==> config.mk <==
export PLATFORM = sky130hd
export DESIGN_NAME = jk_ff_driver
export DESIGN_NICKNAME = d
export VERILOG_FILES = /design/src/rtl/jk_pkg.sv /design/src/rtl/jk_fb_checker.sv /design/src/rtl/jk_ff_driver.sv
export SDC_FILE = /design/constraint.sdc
export NUM_CORES = 1
export LEC_CHECK = 0
export CELL_PAD_IN_SITES_DETAIL_PLACEMENT = 0
export CELL_PAD_IN_SITES_GLOBAL_PLACEMENT = 1
export CORE_MARGIN = 3
export CORE_UTILIZATION = 25
export DETAILED_ROUTE_END_ITERATION = 8
export PLACE_DENSITY = 0.61
export SLEW_MARGIN = 20
export SYNTH_ARGS = -nofsm -noshare
export SYNTH_HDL_FRONTEND = slang
export SYNTH_HIERARCHICAL = 1
export SYNTH_SLANG_ARGS = --single-unit
==> constraint.sdc <==
create_clock -name clk -period 1.4 [get_ports clk]
set_input_delay 0.42 -clock clk [delete_from_list [all_inputs] [get_ports clk]]
set_output_delay 0.42 -clock clk [all_outputs]
set_load 0.01 [all_outputs]
==> src/rtl/jk_pkg.sv <==
// Shared definitions for the JK flip-flop driver: excitation codes, FSM states
// and the helper that picks the J/K pair for a wanted q transition.
package jk_pkg;

  localparam logic [1:0] JK_HOLD   = 2'b00;
  localparam logic [1:0] JK_RESET  = 2'b01;
  localparam logic [1:0] JK_SET    = 2'b10;
  localparam logic [1:0] JK_TOGGLE = 2'b11;

  typedef enum logic {
    IDLE  = 1'b0,
    SHIFT = 1'b1
  } state_e;

  // Returns {J,K} that takes a flop currently at q to target t.
  function automatic logic [1:0] jk_excite(input logic q, input logic t, input logic toggle);
    logic [1:0] code;
    code = JK_HOLD;
    if (q != t) begin
      if (toggle) begin
        code = JK_TOGGLE;
      end else if (t) begin
        code = JK_SET;
      end else begin
        code = JK_RESET;
      end
    end
    return code;
  endfunction

endpackage

==> src/rtl/jk_fb_checker.sv <==
// Feedback checker: delays the issued bit's valid/q_model by one stage so that
// q_fb is compared after the flop has taken the excitation; sticky err.
module jk_fb_checker
  import jk_pkg::*;
(
  input  logic clk,
  input  logic rst,
  input  logic bit_valid,
  input  logic q_model,
  input  logic q_fb,
  input  logic err_clr,
  output logic err
);

  logic chk_v_q, chk_v_d;
  logic chk_q_q, chk_q_d;
  logic err_q, err_d;
  logic mismatch;

  assign mismatch = chk_v_q && (q_fb != chk_q_q);

  always_comb begin
    chk_v_d = bit_valid;
    chk_q_d = q_model;
    err_d   = err_q;
    // A mismatch in the same cycle as a clear must not be lost.
    if (mismatch) begin
      err_d = 1'b1;
    end else if (err_clr) begin
      err_d = 1'b0;
    end
  end

  always_ff @(posedge clk or posedge rst) begin
    if (rst) begin
      chk_v_q <= 1'b0;
      chk_q_q <= 1'b0;
      err_q   <= 1'b0;
    end else begin
      chk_v_q <= chk_v_d;
      chk_q_q <= chk_q_d;
      err_q   <= err_d;
    end
  end

  assign err = err_q;

endmodule

==> src/rtl/jk_ff_driver.sv <==
// Write side of a JK flip-flop interface: serialises WIDTH-bit target words
// LSB-first into registered J/K excitations and checks the flop's q feedback.
module jk_ff_driver
  import jk_pkg::*;
#(
  parameter int WIDTH         = 8,
  parameter bit EXCITE_TOGGLE = 1'b0
) (
  input  logic             clk,
  input  logic             rst,
  input  logic             in_valid,
  input  logic [WIDTH-1:0] in_data,
  output logic             in_ready,
  output logic             j,
  output logic             k,
  output logic             bit_valid,
  output logic             word_done,
  output logic             busy,
  input  logic             q_fb,
  output logic             q_model,
  input  logic             err_clr,
  output logic             err
);

  localparam int              CNT_W    = $clog2(WIDTH);
  localparam logic [CNT_W-1:0] LAST_IDX = CNT_W'(WIDTH - 1);

  state_e           state_q, state_d;
  logic [WIDTH-1:0] sh_q, sh_d;
  logic [CNT_W-1:0] cnt_q, cnt_d;
  logic             j_q, j_d;
  logic             k_q, k_d;
  logic             bit_valid_q, bit_valid_d;
  logic             word_done_q, word_done_d;
  logic             q_model_q, q_model_d;
  logic [1:0]       jk_code;
  logic             last_bit;
  logic             accept;

  // Handshake: a word transfers on any rising edge where in_valid && in_ready;
  // in_ready is combinational from state/cnt only and never looks at in_valid.
  assign last_bit = (state_q == SHIFT) && (cnt_q == LAST_IDX);
  assign in_ready = (state_q == IDLE) || last_bit;
  assign accept   = in_valid && in_ready;
  assign jk_code  = jk_excite(q_model_q, sh_q[0], EXCITE_TOGGLE);

  always_comb begin
    state_d     = state_q;
    sh_d        = sh_q;
    cnt_d       = cnt_q;
    j_d         = 1'b0;
    k_d         = 1'b0;
    bit_valid_d = 1'b0;
    word_done_d = 1'b0;
    q_model_d   = q_model_q;
    case (state_q)
      IDLE: begin
        if (accept) begin
          sh_d    = in_data;
          cnt_d   = '0;
          state_d = SHIFT;
        end
      end
      SHIFT: begin
        {j_d, k_d}  = jk_code;
        bit_valid_d = 1'b1;
        word_done_d = last_bit;
        q_model_d   = sh_q[0];
        if (last_bit) begin
          // Reloading here keeps bit_valid continuous across words.
          if (accept) begin
            sh_d  = in_data;
            cnt_d = '0;
          end else begin
            state_d = IDLE;
          end
        end else begin
          sh_d  = sh_q >> 1;
          cnt_d = cnt_q + 1'b1;
        end
      end
      default: state_d = IDLE;
    endcase
  end

  always_ff @(posedge clk or posedge rst) begin
    if (rst) begin
      state_q     <= IDLE;
      sh_q        <= '0;
      cnt_q       <= '0;
      j_q         <= 1'b0;
      k_q         <= 1'b0;
      bit_valid_q <= 1'b0;
      word_done_q <= 1'b0;
      q_model_q   <= 1'b0;
    end else begin
      state_q     <= state_d;
      sh_q        <= sh_d;
      cnt_q       <= cnt_d;
      j_q         <= j_d;
      k_q         <= k_d;
      bit_valid_q <= bit_valid_d;
      word_done_q <= word_done_d;
      q_model_q   <= q_model_d;
    end
  end

  assign j         = j_q;
  assign k         = k_q;
  assign bit_valid = bit_valid_q;
  assign word_done = word_done_q;
  assign busy      = (state_q != IDLE);
  assign q_model   = q_model_q;

  jk_fb_checker u_fb_checker (
    .clk       (clk),
    .rst       (rst),
    .bit_valid (bit_valid_q),
    .q_model   (q_model_q),
    .q_fb      (q_fb),
    .err_clr   (err_clr),
    .err       (err)
  );

endmodule

==> impl_summary.txt, run 1 <==
----------------------------------------------------
[Run status]
  Run status ... complete, but fails checks
  Violations in the final reports ... setup timing

[Pwr]
  Clock group share of total power ... 0.196
  Comb pwr share ... 0.412
  Total internal power ... 1720 uW
  Fraction of power spent switching nets ... 0.274
  Overall power of the completed layout ... 2370 uW
  Switching Power ... 650 uW
  Cell leakage power ... 0.000593 uW
  Worst vdd rail ir drop ... 0.752 mV
  Seq pwr share ... 0.392
  Power per cell area ... 1870 nW/um^2

[Drt]
  Detailed-route via count ... 524
  Number of vias per cell ... 3.85
  Drt first-iter violations ... 5
  Number of iterations in the first detailed-routing pass ... 2
  Count of antenna-violating nets left after detailed routing ... 0
  Number of design rule violations left after detail routing ... 0
  Final wirelength ... 1.53 mm
  Wirelength per Cell ... 11.3 um

[Synth]
  Most numerous cell in the Yosys netlist ... sky130_fd_sc_hd__dfrtp_1
  Average cell area after synthesis ... 15.1 um^2
  Number of distinct standard cells referenced by the synthesized netlist ... 17
  Ranking of synthesized cells by area ... sky130_fd_sc_hd__dfrtp_1, sky130_fd_sc_hd__mux2_4, sky130_fd_sc_hd__mux2_2
  Total number of yosys warnings ... 6
  Share of the synthesized area in the top cell type ... 0.563
  Number of enable flip-flop cells after synthesis ... 0
  Most used flip-flop cell after synthesis ... sky130_fd_sc_hd__dfrtp_1
  Proportion of synthesized flip-flops having asynchronous set or reset ... 1.00
  Part of the Yosys area used for sequential elements ... 0.563
  List of most frequent post-synthesis cells ... sky130_fd_sc_hd__dfrtp_1, sky130_fd_sc_hd__mux2_4, sky130_fd_sc_hd__mux2_2
  Synth Net Count ... 74
  Seq cells post-synth ... 20
  Total standard cell area after synthesis ... 888 um^2
  Number of cells produced by synthesis ... 59
  Post-synthesis cell type with the largest combined area ... sky130_fd_sc_hd__dfrtp_1

[Worst setup path]
  Number of cell instances on the worst register-to-register path ... 5
  Worst setup path category ... reg2out
  Reg-to-Reg Start ... cnt_q[0]$_DFF_PP0_
  Critical Path Slowest Stage Cell ... sky130_fd_sc_hd__dfrtp_1
  Critical path capture point type ... output pin
  Highest fanout seen on the critical path ... 2
  Largest incremental delay on the critical path ... 0.40 ns
  Startpoint type of the worst setup path ... register
  Worst path cell trace ... ha_2, ha_4, nand2b_4, buf_6
  Critical path launch point ... cnt_q[0]$_DFF_PP0_
  Critical Path AT ... 1.30 ns
  Data required time of the worst path ... 0.98 ns
  Reg-to-Reg End ... sh_q[2]$_DFF_PP0_
  Worst Setup EP ... in_ready
  Reg-to-reg setup timing slack ... -0.09 ns

[Global routing]
  Global-route total usage across every layer ... 0.0826
  Total grt overflow ... 0
  Global-route wire length before repair ... 2.59 mm
  Antenna violations before repair ... 0
  Vias in the first global route ... 572
  Largest net degree at the start of global routing ... 15

[Clocking]
  Clock slew seen by the registers of the worst setup and hold paths ... 0.11 ns
  Clock sink count ... 20
  CTS root buf ... sky130_fd_sc_hd__clkbuf_4
  Clock Path Buffers ... 2
  Clock tree from TritonCTS ... built
  Number of buffers inserted during clock tree synthesis ... 3
  CTS H-tree lvls ... 1
  Clk Latency, worst-skew pair ... 0.30 ns

[Final layout]
  Area delta synth->final ... 42.7%
  Flip-flop and latch area ... 500 um^2
  Final core area utilization ... 0.374
  Final Non-Filler Cells ... 136
  Final nets ... 106
  Share of post-route cells with drive strength above 1 ... 0.400
  Combined area of the multi-input logic cells ... 370 um^2
  Number of filler cells placed in the layout ... 334
  Number of antenna cells inserted ... 0

[Timing]
  Skew final ... 0.00413 ns
  Count of endpoints failing hold in the final timing report ... 0
  Max Freq ... 583 MHz
  Final critical path time including I/O delays and setup ... 1.72 ns
  Final Setup Violations ... 10
  RSZ-0062 raised after global routing ... yes
  Slew margin rel. ... 0.874
  Pins over their slew limit ... 0
  Final worst path period share ... 1.23
  Setup_tns ... -1.01 ns
  Final worst setup slack ... -0.317 ns
  Worst Tran Pin Value ... 0.189 ns

[Flow run]
  Number of violations of the max-capacitance limit ... 0

[Placed design]
  Cell count after placement ... 130
  Setup slack at placement ... -0.357 ns
  Gp weighted congestion ... 0.699
  Half-perimeter wire length of the detailed placement result ... 1.18 mm
  Total of buffers placed on input and output ports ... 20

[Floorplanning]
  Full die area ... 4300 um^2
  Chip Width ... 65.6 um
  Number of standard-cell rows in the floorplan ... 21
  Core region area ... 3390 um^2
  Overall die height ... 65.6 um
  Initial cell density of the core ... 0.262
  Top-level port count ... 21

[Hold path]
  Tightest Hold Check Type ... in2async

----------------------------------------------------
==> critical path: cells and delay by family, from the launching register on <==
kind	cells	cell delay, ns
fa+ha+maj	2	0.35
buf+inv	1	0.12
flops	1	0.40
simple gates	1	0.14
==> cells by family (layout without fill, tap and decap cells) <==
group / Yosys count / in the layout / share of synthesized area
flip-flops: 20 / 20 / 0.563
AO/OA/AOI/OAI: 2 / 2 / 0.0155
XOR/XNOR: 1 / 1 / 0.00986
multiplexers: 18 / 18 / 0.269
buffers and inverters: 6 / 37 / 0.0422
adder cells (fa/ha/maj): 2 / 2 / 0.0282
AND/OR/NAND/NOR: 10 / 10 / 0.0718
==> state kept, by name (all words and copies together), names as in the netlist <==
register / flops
sh_q: 8
j: 1
k: 1
busy: 1
u_fb_checker/chk_q_q: 1
cnt_q: 3
u_fb_checker/err: 1
u_fb_checker/chk_v_q: 1
q_model: 1
word_done: 1
bit_valid: 1
==> power by group through the flow <==
stage | clock (uW) | combinational (uW) | sequential (uW)
floorplan | 0 | 587 | 969
global placement | 0 | 964 | 942
detailed placement | 0 | 986 | 952
CTS | 490 | 1010 | 938
global route | 505 | 1090 | 972
finish | 464 | 977 | 930
==> routing by layer <==
metal,up-vias,routed length (um),track usage
li1,261,-,-
met5,-,0,0
met2,15,724,0.126
met3,2,105,0.0410
met4,0,36,0.0466
met1,246,668,0.0926
==> through the flow <==
step / hold WS [ns] / instance area [um^2]
floorplan: 0.174 / 902
global placement: 0.359 / 1200
detailed placement: 0.370 / 1200
CTS: 0.286 / 1280
global route: 0.312 / 1270
finish: 0.300 / 1270
==> worst min path at each step <==
stage | end | cells past startpoint
6_report | u_fb_checker/chk_q_q$_DFF_PP0_ | 2
5_1_grt | u_fb_checker/chk_q_q$_DFF_PP0_ | 2
4_1_cts | u_fb_checker/err$_DFFE_PP0P_ | 2
3_5_place_dp | u_fb_checker/chk_v_q$_DFF_PP0_ | 0
3_3_place_gp | u_fb_checker/chk_v_q$_DFF_PP0_ | 0
2_1_floorplan | u_fb_checker/chk_q_q$_DFF_PP0_ | 1
==> area by class of cell <==
type	instances	share of cell area
clock buffer	3	0.0178
clock inverter	1	0.0237
inverter	4	0.0118
multi-input combinational	33	0.292
sequential	20	0.395
tap	46	0.0454
timing repair buffer	29	0.214
==> layout by cell type (no fill, tap or decap), drive strengths merged <==
| master | instances |
|---|---|
| a22o | 1 |
| nor2 | 1 |
| bufinv | 1 |
| nand2 | 1 |
| mux2 | 17 |
| inv | 4 |
| clkbuf | 5 |
| o21ai | 1 |
| clkdlybuf4s50 | 12 |
| buf | 10 |
| xor2 | 1 |
| nor3b | 1 |
| dfrtp | 20 |
| mux2i | 1 |
| and2b | 2 |
| ha | 2 |
| clkdlybuf4s15 | 5 |
| nand2b | 3 |
| and2 | 2 |
==> timing repair <==
item	in CTS	in global routing
hold endpoints to repair	0	0
pin swaps	1	0
setup buffers	2	0
cloned	0	0
resized for setup	20	2
hold buffers	0	0
endpoints found under the setup margin	17	13
Note: power is estimated with default switching activity, not from simulation.
==> inputs of run 2 (changes only) <==
--- a/config.mk
+++ b/config.mk
@@ -10,7 +10,7 @@
 export CORE_MARGIN = 3
 export CORE_UTILIZATION = 25
 export DETAILED_ROUTE_END_ITERATION = 8
-export PLACE_DENSITY = 0.61
+export PLACE_DENSITY_LB_ADDON = 0.1
 export SLEW_MARGIN = 20
 export SYNTH_ARGS = -nofsm -noshare
 export SYNTH_HDL_FRONTEND = slang
==> impl_summary.txt, run 2 (synthesis gave the netlist of run 1 again) <==
----------------------------------------------------
[Floorplanning]
  Top-level port count ... 21 (unchanged)
  Initial cell density of the core ... 0.262 (unchanged)
  Overall die height ... 65.6 um (unchanged)
  Core region area ... 3390 um^2 (unchanged)
  Chip Width ... 65.6 um (unchanged)
  Full die area ... 4300 um^2 (unchanged)
  Number of standard-cell rows in the floorplan ... 21 (unchanged)

[Final layout]
  Final nets ... 110 (+3.8%)
  Max FFs per register ... 8 (unchanged)
  Number of filler cells placed in the layout ... 329 (-1.5%)
  Combined area of the multi-input logic cells ... 382 um^2 (+3.0%)
  Final Non-Filler Cells ... 140 (+2.9%)
  Flip-flop and latch area ... 502 um^2 (+0.25%)
  Share of post-route cells with drive strength above 1 ... 0.468 (+0.0681)
  Largest register by flop count ... sh_q
  Number of antenna cells inserted ... 0 (unchanged)
  Finished Cell Area ... 1330 um^2 (+4.6%)
  Registers with the most flip-flops ... sh_q: 8 flops, cnt_q: 3 flops
  Commonest non-fill, non-tap cells in the layout ... sky130_fd_sc_hd__dfrtp_1, sky130_fd_sc_hd__mux2_4, sky130_fd_sc_hd__clkdlybuf4s50_1
  Area delta synth->final ... 49.3%
  Most frequent standard cell in the layout excluding fill and tap cells ... sky130_fd_sc_hd__dfrtp_1

[Drt]
  Drt first-iter violations ... 15 (+10)
  Met3 layer wire length in the routed design ... 108 um (+2.9%)
  Number of design rule violations left after detail routing ... 0 (unchanged)
  Final wirelength ... 1.62 mm (+5.3%)
  Detailed-route via count ... 556 (+6.1%)
  Number of iterations in the first detailed-routing pass ... 4 (+2)
  Count of antenna-violating nets left after detailed routing ... 0 (unchanged)
  Routed length on met2 ... 769 um (+6.2%)
  Wirelength per Cell ... 11.5 um (+2.3%)
  Number of vias per cell ... 3.97 (+3.1%)
  Post-Route M1 WL ... 737 um (+10%)
  Highest signal layer in the routed design ... met3

[Worst setup path]
  Data required time of the worst path ... 0.98 ns (about the same)
  Critical path capture point type ... output pin
  Startpoint type of the worst setup path ... register
  Reg-to-reg setup timing slack ... -0.26 ns (-0.17 ns)
  Highest fanout seen on the critical path ... 2 (unchanged)
  Worst setup path category ... reg2out
  Critical Path AT ... 1.31 ns (about the same)

[Clocking]
  Clock tree from TritonCTS ... built
  CTS root buf ... sky130_fd_sc_hd__clkbuf_4
  Clock Path Buffers ... 2 (unchanged)
  Number of buffers inserted during clock tree synthesis ... 3 (unchanged)
  Clk Latency, worst-skew pair ... 0.31 ns (about the same)
  Clock slew seen by the registers of the worst setup and hold paths ... 0.12 ns (about the same)
  CTS H-tree lvls ... 1 (unchanged)
  Cts hold-fix bufs ... 0 (unchanged)
  Clock sink count ... 20 (unchanged)

[Pwr]
  Fraction of power spent switching nets ... 0.273 (-0.00108)
  Overall power of the completed layout ... 2620 uW (+11%)
  Worst vdd rail ir drop ... 1.06 mV (+41%)
  Total internal power ... 1910 uW (+11%)
  Clock group share of total power ... 0.181 (-0.015)
  Comb pwr share ... 0.464 (+0.052)
  Seq pwr share ... 0.355 (-0.037)
  Cell leakage power ... 0.000630 uW (+6.2%)
  Power per cell area ... 1980 nW/um^2 (+5.8%)
  Switching Power ... 717 uW (+10%)

[Global routing]
  Antenna violations before repair ... 0 (unchanged)
  Total grt overflow ... 0 (unchanged)
  Vias in the first global route ... 520 (-9.1%)
  Global-route wire length before repair ... 2.73 mm (+5.6%)
  Global-route total usage across every layer ... 0.0868 (+0.00429)
  Largest net degree at the start of global routing ... 18 (+3)

[Timing]
  Pins over their slew limit ... 0 (unchanged)
  Slew margin rel. ... 0.852 (-0.0221)
  Count of endpoints failing hold in the final timing report ... 0 (unchanged)
  RSZ-0062 raised after global routing ... yes
  Skew final ... 0.00925 ns (+0.00512 ns)
  Max Freq ... 578 MHz (-0.72%)
  Final Setup Violations ... 12 (+2)
  Final hold slack ... 0.291 ns (-0.00888 ns)
  Final worst setup slack ... -0.329 ns (-0.0125 ns)
  Final worst path period share ... 1.24 (+0.00891)
  Final critical path time including I/O delays and setup ... 1.73 ns (+0.0125 ns)
  Worst Tran Pin Value ... 0.222 ns (+0.0334 ns)
  Setup_tns ... -2.88 ns (-1.87 ns)

[Placed design]
  Half-perimeter wire length of the detailed placement result ... 1.20 mm (+1.1%)
  Gp weighted congestion ... 0.638 (-8.7%)
  Dpl cell area ... 1190 um^2 (-1.0%)
  Total of buffers placed on input and output ports ... 20 (unchanged)
  Cell count after placement ... 130 (unchanged)

[Flow run]
  Number of violations of the max-capacitance limit ... 0 (unchanged)

[Run status]
  Run status ... complete, but fails checks
  Violations in the final reports ... setup timing

[Hold path]
  Tightest Hold Check Type ... in2async

----------------------------------------------------
## run 2: changes by cell type in the layout (fill, tap and decap cells not counted), sizes merged
cell | previous run | this run
buf | 10 | 15
clkdlybuf4s15 | 5 | 3
clkbuf | 5 | 6
clkdlybuf4s50 | 12 | 11
dlygate4sd2 | 0 | 1
## run 2: repair_timing
item                                    in CTS  in global routing
endpoints found under the setup margin      17                 19
gates cloned                                 1                  0
gates resized for setup                     25                 10
buffers inserted                             2                  3
## run 2: cell type report
| cell class | instances | share of cell area |
|---|---|---|
| flip-flops and latches | 20 | 0.378 |
| well taps | 46 | 0.0434 |
| inverters | 4 | 0.0113 |
| repair buffers | 33 | 0.240 |
| multi-input cells | 33 | 0.288 |
| clock buffers | 3 | 0.0170 |
| clock inverters | 1 | 0.0226 |
## run 2: worst max-delay path, cell delays in order (launching register included)
cell and delay, ns:
sky130_fd_sc_hd__dfrtp_1 0.40, sky130_fd_sc_hd__ha_2 0.20, sky130_fd_sc_hd__ha_4 0.15, sky130_fd_sc_hd__nand2b_4 0.14
sky130_fd_sc_hd__buf_6 0.12
## run 2: layer usage
layer	up-vias	global-route usage
li1	269	-
met1	275	0.112
met2	12	0.124
met3	0	0.0496
met4	0	0.0233
met5	-	0
## run 2: power groups by stage
stage	logic, uW	registers [uW]	clock network, uW
global route	1330	964	520
global placement	976	942	0
finish	1220	930	476
detailed placement	982	947	0
floorplan	587	969	0
CTS	1170	935	492
## run 2: path summary, 6_finish.rpt
kind	from	end	cells past startpoint
worst max-delay path	cnt_q[1]$_DFF_PP0_	in_ready	4
worst min-delay path	rst	u_fb_checker/chk_q_q$_DFF_PP0_	2
worst max register to register	cnt_q[1]$_DFF_PP0_	cnt_q[1]$_DFF_PP0_	7
worst min register to register	bit_valid$_DFF_PP0_	u_fb_checker/chk_v_q$_DFF_PP0_	0
max in group asynchronous	rst	busy$_DFF_PP0_	3
min in group clk	bit_valid$_DFF_PP0_	u_fb_checker/chk_v_q$_DFF_PP0_	0
## run 2: stage by stage
| stage | util | setup slack, ns |
|---|---|---|
| 6_report | 0.391 | -0.329 |
| 3_3_place_gp | 0.350 | -0.405 |
| 2_1_floorplan | - | -0.0193 |
| 3_5_place_dp | 0.350 | -0.419 |
| 5_1_grt | 0.391 | -0.406 |
| 4_1_cts | 0.387 | -0.355 |
==> inputs of run 3 (changes only) <==
--- a/config.mk
+++ b/config.mk
@@ -5,13 +5,14 @@
 export SDC_FILE = /design/constraint.sdc
 export NUM_CORES = 1
 export LEC_CHECK = 0
+export ABC_AREA = 1
 export CELL_PAD_IN_SITES_DETAIL_PLACEMENT = 0
 export CELL_PAD_IN_SITES_GLOBAL_PLACEMENT = 1
 export CORE_MARGIN = 3
 export CORE_UTILIZATION = 25
 export DETAILED_ROUTE_END_ITERATION = 8
 export PLACE_DENSITY_LB_ADDON = 0.1
-export SLEW_MARGIN = 20
+export SLEW_MARGIN = 15
 export SYNTH_ARGS = -nofsm -noshare
 export SYNTH_HDL_FRONTEND = slang
 export SYNTH_HIERARCHICAL = 1
==> impl_summary.txt, run 3 <==
----------------------------------------------------
[Run status]
  Run status ... complete, but fails checks
  Violations in the final reports ... setup timing

[Worst setup path]
  Critical path capture point type ... output pin
  Highest fanout seen on the critical path ... 2 (unchanged)
  Critical Path AT ... 1.27 ns (-0.04 ns)
  Data required time of the worst path ... 0.98 ns (about the same)
  Startpoint type of the worst setup path ... register
  Worst setup path category ... reg2out

[Drt]
  Number of vias per cell ... 4.03 (+1.4%)
  Final wirelength ... 1.87 mm (+16%)
  Count of antenna-violating nets left after detailed routing ... 0 (unchanged)
  Detailed-route via count ... 709 (+28%)
  Drt first-iter violations ... 14 (-1)
  Number of design rule violations left after detail routing ... 0 (unchanged)
  Wirelength per Cell ... 10.6 um (-7.9%)
  Number of iterations in the first detailed-routing pass ... 4 (unchanged)

[Clocking]
  Clock sink count ... 20 (unchanged)
  Clock slew seen by the registers of the worst setup and hold paths ... 0.11 ns (about the same)
  CTS H-tree lvls ... 1 (unchanged)
  Clk Latency, worst-skew pair ... 0.29 ns (-0.02 ns)
  Clock Path Buffers ... 2 (unchanged)
  Clock tree from TritonCTS ... built
  Number of buffers inserted during clock tree synthesis ... 3 (unchanged)
  Cts hold-fix bufs ... 0 (unchanged)
  CTS root buf ... sky130_fd_sc_hd__clkbuf_4

[Timing]
  Final critical path time including I/O delays and setup ... 1.69 ns (-0.0397 ns)
  Final worst path period share ... 1.21 (-0.0283)
  Slew margin rel. ... 0.841 (-0.0108)
  Count of endpoints failing hold in the final timing report ... 0 (unchanged)
  Skew final ... 0.00512 ns (-0.00413 ns)
  RSZ-0062 raised after global routing ... yes
  Max Freq ... 592 MHz (+2.3%)
  Pins over their slew limit ... 0 (unchanged)
  Setup_tns ... -0.289 ns (+2.59 ns)
  Final Setup Violations ... 1 (-11)
  Worst Tran Pin Value ... 0.239 ns (+0.0162 ns)
  Final worst setup slack ... -0.289 ns (+0.0397 ns)

[Final layout]
  Combined area of the multi-input logic cells ... 317 um^2 (-17%)
  Number of filler cells placed in the layout ... 344 (+4.6%)
  Max FFs per register ... 8 (unchanged)
  Area delta synth->final ... 46.5%
  Number of antenna cells inserted ... 0 (unchanged)
  Registers with the most flip-flops ... sh_q: 8 flops, cnt_q: 3 flops
  Share of post-route cells with drive strength above 1 ... 0.197 (-0.271)
  Commonest non-fill, non-tap cells in the layout ... sky130_fd_sc_hd__nand2_1, sky130_fd_sc_hd__dfrtp_1, sky130_fd_sc_hd__inv_1
  Most frequent standard cell in the layout excluding fill and tap cells ... sky130_fd_sc_hd__nand2_1
  Largest register by flop count ... sh_q
  Final core area utilization ... 0.396 (+0.00514)
  Final nets ... 149 (+35%)
  Flip-flop and latch area ... 500 um^2 (-0.25%)

[Pwr]
  Switching Power ... 868 uW (+21%)
  Clock group share of total power ... 0.117 (-0.064)
  Power per cell area ... 1840 nW/um^2 (-6.9%)
  Seq pwr share ... 0.408 (+0.053)
  Fraction of power spent switching nets ... 0.377 (+0.104)
  Comb pwr share ... 0.475 (+0.011)
  Cell leakage power ... 0.000651 uW (+3.3%)
  Worst vdd rail ir drop ... 0.518 mV (-51%)
  Total internal power ... 1440 uW (-25%)

[Global routing]
  Global-route total usage across every layer ... 0.102 (+0.0152)
  Global-route wire length before repair ... 3.28 mm (+20%)
  Vias in the first global route ... 708 (+36%)
  Largest net degree at the start of global routing ... 18 (unchanged)
  Antenna violations before repair ... 0 (unchanged)
  Total grt overflow ... 0 (unchanged)

[Synth]
  Part of the Yosys area used for sequential elements ... 0.587 (+0.0231)
  Synth Net Count ... 114 (+54%)
  Post-synthesis cell type with the largest combined area ... sky130_fd_sc_hd__dfrtp_1
  Share of the synthesized area in the top cell type ... 0.587 (+0.0231)
  Total standard cell area after synthesis ... 853 um^2 (-3.9%)
  Most numerous cell in the Yosys netlist ... sky130_fd_sc_hd__nand2_1
  Most used flip-flop cell after synthesis ... sky130_fd_sc_hd__dfrtp_1
  Number of enable flip-flop cells after synthesis ... 0 (unchanged)
  List of most frequent post-synthesis cells ... sky130_fd_sc_hd__nand2_1, sky130_fd_sc_hd__dfrtp_1, sky130_fd_sc_hd__inv_1
  Ranking of synthesized cells by area ... sky130_fd_sc_hd__dfrtp_1, sky130_fd_sc_hd__nand2_1, sky130_fd_sc_hd__nand3_1
  Seq cells post-synth ... 20 (unchanged)
  Number of distinct standard cells referenced by the synthesized netlist ... 14 (-3)
  Total number of yosys warnings ... 6 (unchanged)
  Average cell area after synthesis ... 8.62 um^2 (-43%)
  Proportion of synthesized flip-flops having asynchronous set or reset ... 1.00 (unchanged)
  Number of cells produced by synthesis ... 99 (+68%)

[Floorplanning]
  Number of standard-cell rows in the floorplan ... 20 (-4.8%)
  Overall die height ... 64.4 um (-1.8%)
  Core region area ... 3150 um^2 (-7.0%)
  Full die area ... 4150 um^2 (-3.6%)
  Initial cell density of the core ... 0.271 (+0.00855)
  Chip Width ... 64.4 um (-1.8%)
  Top-level port count ... 21 (unchanged)

[Flow run]
  Number of violations of the max-capacitance limit ... 0 (unchanged)

[Placed design]
  Half-perimeter wire length of the detailed placement result ... 1.34 mm (+12%)
  Gp weighted congestion ... 0.719 (+13%)
  Setup slack at placement ... -0.324 ns (+0.0951 ns)
  Total of buffers placed on input and output ports ... 20 (unchanged)

[Hold path]
  Tightest Hold Check Type ... in2async

----------------------------------------------------
-- run 3: cell types whose count changed after synthesis, sizes merged, moves of 2 or more --
| cell | previous run | this run |
|---|---|---|
| and2b | 2 | 0 |
| mux2 | 17 | 0 |
| nand2b | 3 | 0 |
| and2 | 2 | 0 |
| inv | 4 | 19 |
| nand3 | 0 | 13 |
| nand2 | 1 | 27 |
| nor2 | 1 | 13 |
-- run 3: critical path: stages (launching register included) --
cell and delay, ns:
sky130_fd_sc_hd__dfrtp_1 0.41, sky130_fd_sc_hd__ha_2 0.20, sky130_fd_sc_hd__ha_4 0.16, sky130_fd_sc_hd__inv_2 0.06, sky130_fd_sc_hd__nand2_4 0.05, sky130_fd_sc_hd__buf_6 0.11
-- run 3: final cells by class --
cell class                      count  share of cell area
Inverter                           19              0.0571
Timing Repair Buffer               30               0.227
Sequential cell                    20               0.400
Tap cell                           44              0.0440
Multi-Input combinational cell     60               0.253
Clock buffer                        3              0.0180
-- run 3: repair_timing --
item                       4_1_cts  5_1_grt
pin swaps                        2        1
gates resized for setup         18        8
cloned                           1        0
setup endpoints to repair       15       16
setup buffers                    1        1
-- run 3: kinds of logic (layout without fill, tap and decap cells) --
family	Yosys count	after routing	synth area share
buffers and inverters	20	52	0.0968
adders and majority gates	2	2	0.0293
AOI/OAI and AO/OA	3	3	0.0176
DFF	20	20	0.587
and+or+nand+nor	54	55	0.270
-- run 3: power groups by stage --
| stage | Combinational, uW | Clock [uW] | Sequential [uW] |
|---|---|---|---|
| floorplan | 588 | 0 | 985 |
| global placement | 1030 | 0 | 949 |
| detailed placement | 1040 | 0 | 960 |
| CTS | 1060 | 294 | 941 |
| global route | 1260 | 321 | 970 |
| finish | 1090 | 270 | 940 |
-- run 3: stage by stage --
step / instances / hold slack (ns) / cell area, um^2 / power (uW)
after detailed placement: 170 / 0.364 / 1180 / 2010
after floorplan: 99 / 0.174 / 868 / 1570
final: 176 / 0.315 / 1250 / 2300
after global placement: 170 / 0.368 / 1180 / 1980
after global routing: 176 / 0.313 / 1250 / 2550
after CTS: 175 / 0.299 / 1230 / 2300
-- run 3: final timing paths --
kind | from | to | slack [ns] | cells past startpoint
max in group asynchronous | rst | cnt_q[0]$_DFF_PP0_ | 0.74 | 3
setup reg to reg | cnt_q[1]$_DFF_PP0_ | cnt_q[1]$_DFF_PP0_ | 0.04 | 9
min in group clk | bit_valid$_DFF_PP0_ | u_fb_checker/chk_v_q$_DFF_PP0_ | 0.38 | 0
hold / removal | rst | u_fb_checker/chk_q_q$_DFF_PP0_ | 0.32 | 2
hold reg to reg | bit_valid$_DFF_PP0_ | u_fb_checker/chk_v_q$_DFF_PP0_ | 0.38 | 0
setup / recovery | cnt_q[1]$_DFF_PP0_ | in_ready | -0.29 | 5
-- run 3: per-layer routing --
layer  share of wire  global-route usage  routed length (um)  up-vias
met5               0                   0                   0        -
met4          0.0075              0.0317                  14        0
met3           0.053              0.0347                  99        2
met2            0.48               0.166                 890       11
met1            0.46               0.127                 865      323
li1                -                   -                   -      373
